## config.mk

```make
export PLATFORM = sky130hd
export DESIGN_NAME = jellyvl_synctimer_adjust_ctl_flat
export DESIGN_NICKNAME = d
export VERILOG_FILES = /design/src/rtl/jellyvl_synctimer_pkg.sv /design/src/rtl/jellyvl_synctimer_adjust_ctl_if.sv /design/src/rtl/jellyvl_synctimer_error_sat.sv /design/src/rtl/jellyvl_synctimer_adjust_ctl.sv /design/src/flat_wrapper.sv
export SDC_FILE = /design/constraint.sdc
export NUM_CORES = 1
export LEC_CHECK = 0
export CORE_MARGIN = 8
export CORE_UTILIZATION = 47
export CTS_CLUSTER_SIZE = 28
export DETAILED_ROUTE_END_ITERATION = 16
export GPL_ROUTABILITY_DRIVEN = 0
export PLACE_DENSITY = 0.79
export SLEW_MARGIN = 20
export SYNTH_ARGS = -nofsm -noshare
export SYNTH_HDL_FRONTEND = slang
export SYNTH_SLANG_ARGS = --single-unit
```

## constraint.sdc

```tcl
create_clock -name clk -period 3.75 [get_ports clk]
set_clock_uncertainty 0.15 [all_clocks]
set_input_delay 0.75 -clock clk [delete_from_list [all_inputs] [get_ports clk]]
set_output_delay 0.75 -clock clk [all_outputs]
set_load 0.02 [all_outputs]
```

## src/rtl/jellyvl_synctimer_pkg.sv

```systemverilog
// Shared types for the synctimer drift controller: FSM states, time and error words.
package jellyvl_synctimer_pkg;

    localparam int DEF_TIMER_WIDTH = 64;
    localparam int DEF_ERROR_WIDTH = 32;

    typedef logic        [DEF_TIMER_WIDTH-1:0] t_time;
    typedef logic signed [DEF_ERROR_WIDTH-1:0] t_error;

    typedef enum logic [2:0] {
        ST_IDLE   = 3'd0,
        ST_CALC   = 3'd1,
        ST_DECIDE = 3'd2,
        ST_SET    = 3'd3,
        ST_ADJUST = 3'd4,
        ST_GAP    = 3'd5
    } t_state;

endpackage

```

## src/rtl/jellyvl_synctimer_adjust_ctl_if.sv

```systemverilog
// Bus between the sync-packet receiver / timer block (master) and the drift controller (slave).
interface jellyvl_synctimer_adjust_ctl_if #(
    parameter int TIMER_WIDTH = 64
);
    // Every channel is valid/ready: a transfer happens on a clock edge where both are high;
    // once valid is raised its payload stays stable and valid stays high until that transfer.
    // set_valid is a one-cycle command with no ready.
    logic [TIMER_WIDTH-1:0] sample_master_time;
    logic [TIMER_WIDTH-1:0] sample_local_time;
    logic                   sample_valid;
    logic                   sample_ready;

    logic [TIMER_WIDTH-1:0] set_time;
    logic                   set_valid;

    logic                   adjust_sign;
    logic                   adjust_valid;
    logic                   adjust_ready;

    modport master (
        output sample_master_time, sample_local_time, sample_valid,
        input  sample_ready,
        input  set_time, set_valid,
        input  adjust_sign, adjust_valid,
        output adjust_ready
    );

    modport slave (
        input  sample_master_time, sample_local_time, sample_valid,
        output sample_ready,
        output set_time, set_valid,
        output adjust_sign, adjust_valid,
        input  adjust_ready
    );

endinterface

```

## src/rtl/jellyvl_synctimer_error_sat.sv

```systemverilog
// Combinational master-minus-local difference, saturated into the signed error range.
module jellyvl_synctimer_error_sat #(
    parameter int TIMER_WIDTH = 64,
    parameter int ERROR_WIDTH = 32
) (
    input  logic [TIMER_WIDTH-1:0]        master_i,
    input  logic [TIMER_WIDTH-1:0]        local_i,
    output logic signed [ERROR_WIDTH-1:0] error_o
);

    localparam logic [ERROR_WIDTH-1:0] ERR_MAX = {1'b0, {(ERROR_WIDTH-1){1'b1}}};
    localparam logic [ERROR_WIDTH-1:0] ERR_MIN = {1'b1, {(ERROR_WIDTH-1){1'b0}}};

    logic [TIMER_WIDTH-1:0]           diff;
    logic [TIMER_WIDTH-ERROR_WIDTH:0] upper;

    // The difference fits when every bit above the error sign bit matches it.
    always_comb begin
        diff  = master_i - local_i;
        upper = diff[TIMER_WIDTH-1:ERROR_WIDTH-1];
        if (upper == '0 || upper == '1) begin
            error_o = diff[ERROR_WIDTH-1:0];
        end else if (diff[TIMER_WIDTH-1]) begin
            error_o = ERR_MIN;
        end else begin
            error_o = ERR_MAX;
        end
    end

endmodule

```

## src/rtl/jellyvl_synctimer_adjust_ctl.sv

```systemverilog
// Synctimer drift controller: steps the timer on large offsets, trickles +-1 adjusts otherwise.
// Build option: define JELLYVL_SYNCTIMER_ADJUST_CTL_SET_EN to enable the timer step (SET) path.
module jellyvl_synctimer_adjust_ctl
    import jellyvl_synctimer_pkg::*;
#(
    parameter int TIMER_WIDTH     = DEF_TIMER_WIDTH,
    parameter int ERROR_WIDTH     = DEF_ERROR_WIDTH,
    parameter int SET_THRESHOLD   = 1000,
    parameter int MAX_ADJUST      = 255,
    parameter int ADJUST_INTERVAL = 16
) (
    input  logic                          clk,
    input  logic                          reset,
    input  logic                          enable,
    input  logic [TIMER_WIDTH-1:0]        current_time,
    jellyvl_synctimer_adjust_ctl_if.slave bus,
    output logic                          busy,
    output logic signed [ERROR_WIDTH-1:0] last_error,
    output t_state                        dbg_state
);

    localparam int RW = $clog2(MAX_ADJUST + 1);
    localparam int GW = (ADJUST_INTERVAL > 1) ? $clog2(ADJUST_INTERVAL) : 1;

    localparam logic [ERROR_WIDTH-1:0] ERR_MAX   = {1'b0, {(ERROR_WIDTH-1){1'b1}}};
    localparam logic [ERROR_WIDTH-1:0] ERR_MIN   = {1'b1, {(ERROR_WIDTH-1){1'b0}}};
    localparam logic [ERROR_WIDTH-1:0] ADJ_MAX_E = ERROR_WIDTH'(MAX_ADJUST);
    localparam logic [RW-1:0]          ADJ_MAX_R = RW'(MAX_ADJUST);
    localparam logic [GW-1:0]          GAP_LOAD  = GW'(ADJUST_INTERVAL - 1);

    t_state                        state_q, state_d;
    logic [TIMER_WIDTH-1:0]        master_q, master_d;
    logic [TIMER_WIDTH-1:0]        local_q, local_d;
    logic signed [ERROR_WIDTH-1:0] err_q, err_d;
    logic                          sign_q, sign_d;
    logic [RW-1:0]                 remaining_q, remaining_d;
    logic [GW-1:0]                 gap_q, gap_d;

    logic signed [ERROR_WIDTH-1:0] sat_err;
    logic [ERROR_WIDTH-1:0]        abs_err;
    logic [RW-1:0]                 adj_count;

    logic                          sample_ready_w;
    logic                          sample_fire;
    logic                          busy_w;
    logic                          adjust_valid_w;
    logic                          set_valid_w;

`ifdef JELLYVL_SYNCTIMER_ADJUST_CTL_SET_EN
    localparam logic [ERROR_WIDTH-1:0] THR_E = ERROR_WIDTH'(SET_THRESHOLD);
    logic [TIMER_WIDTH-1:0] set_time_q, set_time_d;
`else
    logic unused_current_time;
    assign unused_current_time = ^current_time;
`endif

    jellyvl_synctimer_error_sat #(
        .TIMER_WIDTH (TIMER_WIDTH),
        .ERROR_WIDTH (ERROR_WIDTH)
    ) u_error_sat (
        .master_i (master_q),
        .local_i  (local_q),
        .error_o  (sat_err)
    );

    // Magnitude of the most-negative error clamps to the largest positive value.
    always_comb begin
        if (!err_q[ERROR_WIDTH-1]) begin
            abs_err = err_q;
        end else if (err_q == ERR_MIN) begin
            abs_err = ERR_MAX;
        end else begin
            abs_err = -err_q;
        end
        adj_count = (abs_err > ADJ_MAX_E) ? ADJ_MAX_R : abs_err[RW-1:0];
    end

    assign sample_fire = bus.sample_valid && sample_ready_w;

    always_ff @(posedge clk) begin
        if (reset) begin
            state_q     <= ST_IDLE;
            master_q    <= '0;
            local_q     <= '0;
            err_q       <= '0;
            sign_q      <= 1'b0;
            remaining_q <= '0;
            gap_q       <= '0;
`ifdef JELLYVL_SYNCTIMER_ADJUST_CTL_SET_EN
            set_time_q  <= '0;
`endif
        end else begin
            state_q     <= state_d;
            master_q    <= master_d;
            local_q     <= local_d;
            err_q       <= err_d;
            sign_q      <= sign_d;
            remaining_q <= remaining_d;
            gap_q       <= gap_d;
`ifdef JELLYVL_SYNCTIMER_ADJUST_CTL_SET_EN
            set_time_q  <= set_time_d;
`endif
        end
    end

    always_comb begin
        state_d     = state_q;
        master_d    = master_q;
        local_d     = local_q;
        err_d       = err_q;
        sign_d      = sign_q;
        remaining_d = remaining_q;
        gap_d       = gap_q;
`ifdef JELLYVL_SYNCTIMER_ADJUST_CTL_SET_EN
        set_time_d  = set_time_q;
`endif
        case (state_q)
            ST_IDLE: begin
                if (sample_fire) begin
                    master_d = bus.sample_master_time;
                    local_d  = bus.sample_local_time;
                    state_d  = ST_CALC;
                end
            end
            ST_CALC: begin
                err_d   = sat_err;
                state_d = ST_DECIDE;
            end
            ST_DECIDE: begin
                if (err_q == '0) begin
                    state_d = ST_IDLE;
`ifdef JELLYVL_SYNCTIMER_ADJUST_CTL_SET_EN
                end else if (abs_err > THR_E) begin
                    set_time_d = current_time + TIMER_WIDTH'(err_q);
                    state_d    = ST_SET;
`endif
                end else begin
                    remaining_d = adj_count;
                    sign_d      = err_q[ERROR_WIDTH-1];
                    state_d     = ST_ADJUST;
                end
            end
            ST_SET: begin
                state_d = ST_IDLE;
            end
            // A raised adjust_valid only leaves ADJUST through a handshake, so enable is checked there.
            ST_ADJUST: begin
                if (bus.adjust_ready) begin
                    remaining_d = remaining_q - RW'(1);
                    if (remaining_q == RW'(1) || !enable) begin
                        state_d = ST_IDLE;
                    end else if (ADJUST_INTERVAL == 1) begin
                        state_d = ST_ADJUST;
                    end else begin
                        gap_d   = GAP_LOAD;
                        state_d = ST_GAP;
                    end
                end
            end
            ST_GAP: begin
                gap_d = gap_q - GW'(1);
                if (!enable) begin
                    state_d = ST_IDLE;
                end else if (gap_q == GW'(1)) begin
                    state_d = ST_ADJUST;
                end
            end
            default: begin
                state_d = ST_IDLE;
            end
        endcase
    end

    // Outputs decode from registered state only, so adjust_valid never sees adjust_ready.
    always_comb begin
        sample_ready_w = enable && !reset && (state_q == ST_IDLE);
        busy_w         = (state_q != ST_IDLE);
        adjust_valid_w = (state_q == ST_ADJUST);
`ifdef JELLYVL_SYNCTIMER_ADJUST_CTL_SET_EN
        set_valid_w    = (state_q == ST_SET);
`else
        set_valid_w    = 1'b0;
`endif
    end

    assign bus.sample_ready = sample_ready_w;
    assign bus.adjust_valid = adjust_valid_w;
    assign bus.adjust_sign  = sign_q;
    assign bus.set_valid    = set_valid_w;
`ifdef JELLYVL_SYNCTIMER_ADJUST_CTL_SET_EN
    assign bus.set_time     = set_time_q;
`else
    assign bus.set_time     = '0;
`endif
    assign busy       = busy_w;
    assign last_error = err_q;
    assign dbg_state  = state_q;

endmodule

```

## src/flat_wrapper.sv

```systemverilog
// flat-port wrapper written by rule: the top's interface ports become plain ports
module jellyvl_synctimer_adjust_ctl_flat import jellyvl_synctimer_pkg::*;
#(
    parameter int TIMER_WIDTH     = DEF_TIMER_WIDTH,
    parameter int ERROR_WIDTH     = DEF_ERROR_WIDTH,
    parameter int SET_THRESHOLD   = 1000,
    parameter int MAX_ADJUST      = 255,
    parameter int ADJUST_INTERVAL = 16
)
  (clk, reset, enable, current_time, busy, last_error, dbg_state, bus_sample_master_time, bus_sample_local_time, bus_sample_valid, bus_sample_ready, bus_set_time, bus_set_valid, bus_adjust_sign, bus_adjust_valid, bus_adjust_ready);
  jellyvl_synctimer_adjust_ctl_if #(.TIMER_WIDTH(TIMER_WIDTH)) bus_i ();
  input  logic clk;
  input  logic reset;
  input  logic enable;
  input  logic [TIMER_WIDTH-1:0] current_time;
  output logic busy;
  output logic signed [ERROR_WIDTH-1:0] last_error;
  output t_state dbg_state;
  input wire logic [$bits(bus_i.sample_master_time)-1:0] bus_sample_master_time;
  input wire logic [$bits(bus_i.sample_local_time)-1:0] bus_sample_local_time;
  input wire logic [$bits(bus_i.sample_valid)-1:0] bus_sample_valid;
  output wire logic [$bits(bus_i.sample_ready)-1:0] bus_sample_ready;
  output wire logic [$bits(bus_i.set_time)-1:0] bus_set_time;
  output wire logic [$bits(bus_i.set_valid)-1:0] bus_set_valid;
  output wire logic [$bits(bus_i.adjust_sign)-1:0] bus_adjust_sign;
  output wire logic [$bits(bus_i.adjust_valid)-1:0] bus_adjust_valid;
  input wire logic [$bits(bus_i.adjust_ready)-1:0] bus_adjust_ready;
  assign bus_i.sample_master_time = bus_sample_master_time;
  assign bus_i.sample_local_time = bus_sample_local_time;
  assign bus_i.sample_valid = bus_sample_valid;
  assign bus_sample_ready = bus_i.sample_ready;
  assign bus_set_time = bus_i.set_time;
  assign bus_set_valid = bus_i.set_valid;
  assign bus_adjust_sign = bus_i.adjust_sign;
  assign bus_adjust_valid = bus_i.adjust_valid;
  assign bus_i.adjust_ready = bus_adjust_ready;
  jellyvl_synctimer_adjust_ctl #(.TIMER_WIDTH(TIMER_WIDTH), .ERROR_WIDTH(ERROR_WIDTH), .SET_THRESHOLD(SET_THRESHOLD), .MAX_ADJUST(MAX_ADJUST), .ADJUST_INTERVAL(ADJUST_INTERVAL)) u_core (.clk(clk), .reset(reset), .enable(enable), .current_time(current_time), .bus(bus_i), .busy(busy), .last_error(last_error), .dbg_state(dbg_state));
endmodule
```

==> impl_metrics.yaml <==
outcome:
  status: "finished with violations"
  violations: "setup timing"
pwr:
  swShare_pct: 39.9
  p_total_uw: 7790
  pwr-share-clk_pct: 22.7
  comb_power_share_pct: 51.0
  leakagePower_uw: 0.00776
  peakVddDrop_uv: 323
  powerDensity_nw_per_um2: 420
  seq_power_share_pct: 26.3
  p_sw_uw: 3110
  p_int_uw: 4680
routing:
  routed_via_density: 6.00
  drc: 0
  wirelength_mm: 46.7
  firstDrtPassIters: 8
  postRouteAntennaNets: 0
  drt-initial-drc-count: 1828
  vias: 15200
  wl_per_cell_um: 18.5
clock_network:
  cts_root_buffer: "clkbuf_16"
  clk_latency_ns: 0.45
  clkTransAtPathRegs_ns: 0.08
  cts_max_path_buffers: 2
  clock-sinks: 176
  htreeDepth: 4
  cts_tree: "built"
  cts_buffers: 17
  ctsHoldBuffers: 0
synth:
  netlist-cell-type-count: 86
  ys_top_cells_by_area: "dfxtp_1 (27%), nand2_1 (8.9%), ha_1 (6.5%), a21oi_1 (4.4%), nand3b_1 (4.0%)"
  seq_area_frac_synth_pct: 27.1
  ys.flop_type: "dfxtp_1"
  synth-seq-cells: 176
  synth-edff-count: 0
  synth_area_per_cell_um2: 7.35
  synth_top_cell_area_share_pct: 27.1
  syn_area_um2: 13000
  yosys_warnings: 0
  synthCells: 1769
  yosysTopAreaCell: "dfxtp_1"
  async_flop_share_pct: 0
placed_design:
  place_ws_ns: -0.345
  dpl.cell_count: 2467
  io_buffers: 171
  dp_hpwl_mm: 32.5
final_layout:
  diodes: 0
  layout.cells.non_filler: 2529
  drive_gt1_share_pct: 25.1
  multiInputGateArea_um2: 9400
  final-seq-area_um2: 3530
  final_util_pct: 67.5
  nNetsFinal: 2436
  final_cell_mix: "nand2_1 (304), buf_4 (295), dfxtp_1 (171)"
  area_delta_synth_final_pct: 42.6
  final_common_cell: "nand2_1"
  nFillCells: 2128
global_routing:
  grt_overflow: 0
  grt_pass1_wl_mm: 68.2
  first_global_vias: 14200
  antenna_found_initial: 0
  grt_usage_pct: 24.6
  grt_max_degree: 130
sta:
  finalCriticalPeriod_ns: 4.26
  maxSlewHeadroom_pct: 39.4
  worst_slack_ns: -0.515
  finalSetupViolCount: 31
  final-hold-violation-count: 0
  clock.fmax_mhz: 234
  slew_violations: 0
  fin_crit_sh_pct: 114
  tightest_slew_ns: 0.909
  rsz0062_at_grt: "true"
  fin_hold_ws_ns: 0.331
floorplan:
  placementRows: 61
  die_area_um2: 33200
  initial_core_util_pct: 47.3
  die_w_um: 182
  core_um2: 27500
  die_h_um: 182
  ios: 301
critical_path:
  critPathCaptureType: "flip-flop"
  path_max_fanout: 7
  crit_family: "simple AND/OR/NAND/NOR gates"
  crit_buf_inv: 3
  cp-start-kind: "flip-flop"
  crit_slowest_cell: "nor4_1"
  worst_path_largest_cell_delay_ns: 0.42
  worst-endpoint-arrival_ns: 4.47
  critical_path.cell_chain: "inv_1, ha_4, nand4_1, nor4_4, buf_4, nand3_4, a211oi_2, nor4b_2, xor2_1, nor4_1, nand4_1, nor4_4, a31oi_4, a21o_4, clkbuf_16, a211oi_2"
  path_depth: 16
  r2r_cells: 16
  cp.required_ns: 3.95
  critPathKind: "reg2reg"
worst_hold_path:
  min_path_cells: 2
  holdCritPathClass: "reg2reg"
flow_run:
  maxCapViolCount: 0
power by group through the flow:
stage               clock [uW]  sequential, uW  combinational [uW]
floorplan                    0            2070                1960
global placement             0            2070                3220
detailed placement           0            2080                3290
CTS                       1770            2040                3490
global route              1850            2060                4200
finish                    1770            2050                3970
final timing paths:
check / startpoint / end / slack (ns)
worst max register to register: u_core.local_q[41] / u_core.last_error[23] / -0.51
worst min register to register: u_core.master_q[50] / u_core.master_q[50] / 0.33
worst max-delay path: u_core.local_q[41] / u_core.last_error[23] / -0.51
worst min-delay path: u_core.master_q[50] / u_core.master_q[50] / 0.33
cells by family (layout without fill, tap and decap cells):
family                   after synthesis  after routing  share of synthesized area [%]
AO/OA/AOI/OAI                        464            464                           24.8
other                                  1             65                         0.0288
flip-flops                           176            176                           27.1
multiplexers                           9              9                          0.722
buffers and inverters                262            612                           10.0
adder cells (fa/ha/maj)               69             69                           6.70
XOR/XNOR                              49             49                           3.30
AND/OR/NAND/NOR                      739            739                           27.4
area by class of cell:
cell class | count | share of cell area [%]
Tap cell | 346 | 2.33
Timing Repair Buffer | 483 | 22.9
Multi-Input combinational cell | 1395 | 50.7
Clock inverter | 12 | 0.668
Inverter | 97 | 1.96
Sequential cell | 176 | 19.0
Clock buffer | 20 | 2.41
what timing repair did:
action,CTS,global route
resized for setup,77,130
endpoints found under the setup margin,31,37
pin swaps,25,61
cloned,1,5
setup buffers,13,11
endpoints found under the hold margin,0,0
sequential cells by signal (all words and copies together), names as in the netlist:
| signal | cells |
|---|---|
| u_core.dbg_state | 3 |
| u_core.master_q | 64 |
| u_core.last_error | 32 |
| u_core.gap_q | 4 |
| u_core.local_q | 64 |
| u_core.remaining_q | 8 |
| u_core.bus.adjust_sign | 1 |
per-stage QoR:
stage	setup TNS, ns	area (um^2)
3_3_place_gp	-8.53	16600
2_1_floorplan	0	13200
5_1_grt	-16.52	18500
4_1_cts	-3.80	17700
3_5_place_dp	-9.59	16600
6_report	-12.27	18500
cells in the mapped netlist, types with 17 or more instances:
| cell | instances |
|---|---|
| a211oi_2 | 21 |
| a211oi_1 | 24 |
| xor2_1 | 17 |
| nor2_1 | 138 |
| o21ai_0 | 71 |
| nand2_1 | 310 |
| nor3_1 | 53 |
| a21o_1 | 20 |
| nand4_1 | 41 |
| a31oi_1 | 21 |
| o31ai_1 | 69 |
| xnor2_1 | 32 |
| buf_4 | 66 |
| inv_1 | 97 |
| dfxtp_1 | 176 |
| ha_1 | 68 |
| nand3_1 | 37 |
| clkbuf_1 | 63 |
| nand3b_1 | 69 |
| a21oi_1 | 115 |
| buf_2 | 24 |
routing by layer:
metal	wire (um)	vias to the layer above	global-route usage, %
li1	-	6983	-
met1	17800	7007	29.5
met2	21900	951	41.4
met3	4550	237	5.81
met4	2440	0	11.0
met5	0	-	0
tightest hold or removal path, cell delays in order, from the launching register on:
cell and delay (ns):
dfxtp_1 0.31, nand3b_1 0.08, nand2_1 0.05
No activity file was read; power rests on OpenSTA's default activity.
